File: src/rtl/mem_arb2.sv
// Two-port round-robin memory arbiter with in-order read return routing.
// Read credit is bounded by OUTST; writes bypass the tag FIFO entirely.
module mem_arb2 #(
    parameter int MEM_AW = 16,
    parameter int MEM_DW = 32,
    parameter int OUTST  = 4
) (
    input  logic              clk,
    input  logic              rst_n,
    input  logic [1:0]        rq_req,
    input  logic              rq0_write,
    input  logic              rq1_write,
    input  logic [MEM_AW-1:0] rq0_addr,
    input  logic [MEM_AW-1:0] rq1_addr,
    input  logic [MEM_DW-1:0] rq0_wdata,
    input  logic [MEM_DW-1:0] rq1_wdata,
    output logic [1:0]        rq_gnt,
    output logic [1:0]        rq_rdata_vld,
    output logic [MEM_DW-1:0] rq_rdata,
    output logic              mem_req,
    output logic              mem_write,
    output logic [MEM_AW-1:0] mem_addr,
    output logic [MEM_DW-1:0] mem_wdata,
    input  logic              mem_rdata_vld,
    input  logic [MEM_DW-1:0] mem_rdata,
    output logic              err
);
    localparam int PW = $clog2(OUTST);
    localparam int CW = $clog2(OUTST + 1);

    logic [CW-1:0]     inflight;
    logic [PW-1:0]     wrPtr;
    logic [PW-1:0]     rdPtr;
    logic [OUTST-1:0]  tagMem;
    logic              prio;
    logic [1:0]        elig;
    logic [1:0]        gnt;
    logic              gntWrite;
    logic [MEM_AW-1:0] gntAddr;
    logic [MEM_DW-1:0] gntWdata;
    logic              push;
    logic              pop;
    logic              empty;
    logic              full;

    assign empty = (inflight == '0);
    assign full  = (inflight == CW'(OUTST));

    assign elig[0] = rq_req[0] & (rq0_write | ~full);
    assign elig[1] = rq_req[1] & (rq1_write | ~full);

    // prio names the port that wins a tie
    always_comb begin
        gnt = 2'b00;
        if (rst_n) begin
            unique case (elig)
                2'b11:   gnt = prio ? 2'b10 : 2'b01;
                default: gnt = elig;
            endcase
        end
    end

    assign rq_gnt   = gnt;
    assign gntWrite = gnt[1] ? rq1_write : rq0_write;
    assign gntAddr  = gnt[1] ? rq1_addr  : rq0_addr;
    assign gntWdata = gnt[1] ? rq1_wdata : rq0_wdata;

    assign push = (|gnt) & ~gntWrite;
    assign pop  = rst_n & mem_rdata_vld & ~empty;

    always_comb begin
        rq_rdata_vld = 2'b00;
        if (pop) begin
            rq_rdata_vld = tagMem[rdPtr] ? 2'b10 : 2'b01;
        end
    end

    assign rq_rdata = mem_rdata;

    always_ff @(posedge clk) begin
        if (!rst_n) begin
            mem_req   <= 1'b0;
            mem_write <= 1'b0;
            mem_addr  <= '0;
            mem_wdata <= '0;
            inflight  <= '0;
            wrPtr     <= '0;
            rdPtr     <= '0;
            prio      <= 1'b0;
            err       <= 1'b0;
        end else begin
            mem_req <= |gnt;
            if (|gnt) begin
                mem_write <= gntWrite;
                mem_addr  <= gntAddr;
                mem_wdata <= gntWdata;
                prio      <= gnt[0];
            end
            if (push) begin
                tagMem[wrPtr] <= gnt[1];
                wrPtr         <= wrPtr + 1'b1;
            end
            if (pop) begin
                rdPtr <= rdPtr + 1'b1;
            end
            inflight <= inflight + CW'(push) - CW'(pop);
            if (mem_rdata_vld && empty) begin
                err <= 1'b1;
            end
        end
    end
endmodule
File: config.mk
export PLATFORM = sky130hd
export DESIGN_NAME = mem_arb2
export DESIGN_NICKNAME = d
export VERILOG_FILES = /design/src/rtl/mem_arb2.sv
export SDC_FILE = /design/constraint.sdc
export NUM_CORES = 1
export LEC_CHECK = 0
export ABC_AREA = 1
export BUFFER_PORTS_ARGS = -buffer_cell sky130_fd_sc_hd__buf_2
export CORE_UTILIZATION = 44
export CTS_CLUSTER_DIAMETER = 120
export DETAILED_ROUTE_END_ITERATION = 8
export PLACE_DENSITY = 0.82
export SLEW_MARGIN = 30
export SYNTH_ARGS = -nofsm -noshare
export SYNTH_HDL_FRONTEND = slang
export SYNTH_SLANG_ARGS = --single-unit
File: constraint.sdc
create_clock -name clk -period 3.4 [get_ports clk]
set_clock_uncertainty 0.15 [all_clocks]
set_input_delay 0.34 -clock clk [delete_from_list [all_inputs] [get_ports clk]]
set_output_delay 0.34 -clock clk [all_outputs]
set_load 0.05 [all_outputs]
==> impl_metrics.toml <==
[timing]
max_slew_margin = 0.501
worst_slack_ns = 0.708
max_freq_ghz = 0.372
tns_ns = 0
drv_slew = 0
finalCritPeriodShare = 0.792
setup_viol = 0
hold_violations = 0
rsz0062_at_grt = "false"
tightest_slew_ns = 0.748
min_period_ns = 2.69

[power_and_ir_drop]
irDropWorstVdd_mv = 0.295
powerDensity_nw_per_um2 = 541
p_leak_nw = 2.59

[synthesis]
syn_area_um2 = 3610
synth_area_per_cell_um2 = 6.75
syn-instance-count = 535
ys_seq_elements = 63
synth_fp_nets = 677
yosysWarnings = 0
yosys_most_used_dff = "dfxtp_1"
postSynth.asyncResetShare = 0
ys_types = 29
ys_seq_area_frac = 0.360
synth-edff-count = 4

[layout]
nets = 791
drive_gt1_frac = 0.318
fillers = 804
syn_to_final_growth_pct = 19.7
final_cells = 756
diodes = 0
fin_area_um2 = 4320
finish.utilization = 0.550

[clocking]
hold_buffers = 0
clockBufferDepth = 2
cts_htree_levels = 3
clock_latency_ns = 0.33
clk_pin_slew_ns = 0.06
postCtsSetupBuffers = 0
cts-root-buf = "clkbuf_8"
cts_sinks = 63
cts_tree = "done"
cts_buffers = 9
cts_resized = 0

[setup_path]
slowest_stage = "buf_4"
cp-end-kind = "output port"
worstPathArrival_ns = 2.20
path_common_cell = "nor2_2"
worst_r2r_startpoint = "inflight[1]"
regToRegSetupSlack_ns = 0.87
cpPeakStageDelay_ns = 0.45
path_cells = "nor2_2, nand3_2, nand2_2, nor2_2, nand2_4, buf_4, inv_4, buf_2"
cp_max_fo = 49
critPathLaunchType = "flip-flop"
reg2reg_depth = 14
critPathKind = "reg -> out"
worstPathRequired_ns = 2.91
r2r_end = "inflight[2]"

[detailed_routing]
top_layer_used = "met4"
drt-met1-wl_mm = 3.43
drc_errors = 0
routed_via_density = 4.60
wl_met2_mm = 3.91
drtIter0Drc = 110
num_vias = 3479
drt.antenna.violating_nets = 0
wl_per_cell_um = 10.6
wl_met3_um = 580
dr.pass1.iters = 4
wl_mm = 8.02

[global_routing]
grtUsageTotal = 0.192
grt_pass1_wl_mm = 13.1
gr-total-overflow = 0
grt_pass1_vias = 3094
antenna_found_initial = 0
grt_max_degree = 101

[placement]
gp_congestion = 0.766
place_area_um2 = 4150
hpwl_mm = 5.80
pre_cts_ws_ns = 0.839
dp_cells = 740
numPortBuffers = 157

[min_path]
worstHoldPathCells = 5
hold_path_startpoint = "rq1_addr[13]"
hp-class = "in -> reg"
holdPathEnd = "mem_addr[13]"

[floorplanning]
start_util = 0.460
num_rows = 32
die_area_um2 = 8570
ioPinCount = 222
chipHeight_um = 92.6
coreArea_um2 = 7850
die_width_um = 92.6

[outcome]
outcome = "complete, no violations"

[run]
maxCapViolations = 0
-- logic make-up after synthesis --
group	synth area share
XOR/XNOR	0.00243
adder cells (fa/ha/maj)	0.0263
flip-flops	0.360
AND/OR/NAND/NOR	0.406
AO/OA/AOI/OAI	0.0166
buffers and inverters	0.188
-- Yosys cell counts (all sizes together) (2+ instances only) --
cell / count / area (µm²)
nand4: 2 / 12.5
nand3: 54 / 335
dfxtp: 59 / 1180
nor2: 109 / 414
inv: 68 / 258
buf: 55 / 405
a21oi: 5 / 28.8
clkbuf: 4 / 15.0
edfxtp: 4 / 120
nand2: 160 / 688
ha: 6 / 75.1
o21ai: 3 / 15.0
-- layout by cell type, fill, tap and decap left out, types with 3 or more instances in the layout --
cell	n
o21ai_0	3
nand2_4	11
inv_1	66
clkbuf_8	10
a21oi_1	4
nor2_1	107
ha_1	6
buf_4	4
nand2_1	147
nand3_2	13
buf_2	157
clkinv_2	3
edfxtp_1	4
dfxtp_1	59
nand3_1	41
-- worst max path at each step --
stage           startpoint           to
2_1_floorplan  inflight[1]  inflight[2]
3_3_place_gp         rst_n  inflight[2]
3_5_place_dp         rst_n  inflight[2]
4_1_cts        inflight[1]    rq_gnt[1]
5_1_grt        inflight[1]    rq_gnt[1]
6_report       inflight[1]    rq_gnt[1]
-- sequential cells by signal, summed over array words and instances (netlist names) --
register   cells
mem_wdata     32
mem_addr      16
tagMem         4
inflight       3
rdPtr          2
wrPtr          2
err            1
mem_req        1
mem_write      1
prio           1
-- final cells by class --
type,count,area [µm²],share of cell area
tap,102,128,0.0295
timing repair buffer,162,827,0.191
sequential,63,1300,0.301
multi-input combinational,345,1640,0.379
inverter,68,258,0.0597
clock buffer,12,145,0.0336
clock inverter,4,22.5,0.00521
-- where the power goes --
group	total (W)	switching (W)	internal, W
Clock	0.000553	0.000272	0.000281
Sequential	0.000912	0.0000612	0.000850
Combinational	0.000870	0.000620	0.000250
-- critical path: cells and delay by family, from the launching register on --
family | cells | cell delay [ns]
flops | 1 | 0.35
buf+inv | 3 | 0.97
simple gates | 5 | 0.53
-- metrics by stage --
step	hold WS [ns]	power (W)
detailed placement	0.310	0.00180
CTS	0.119	0.00236
global placement	0.293	0.00178
global route	0.139	0.00249
floorplan	0.314	0.00170
finish	0.139	0.00233
-- routing by layer --
metal,up-vias,GRT usage
met5,-,0
met4,0,0.0677
met3,13,0.0681
li1,1799,-
met2,125,0.344
met1,1542,0.208
No activity file was read; power rests on OpenSTA's default activity.
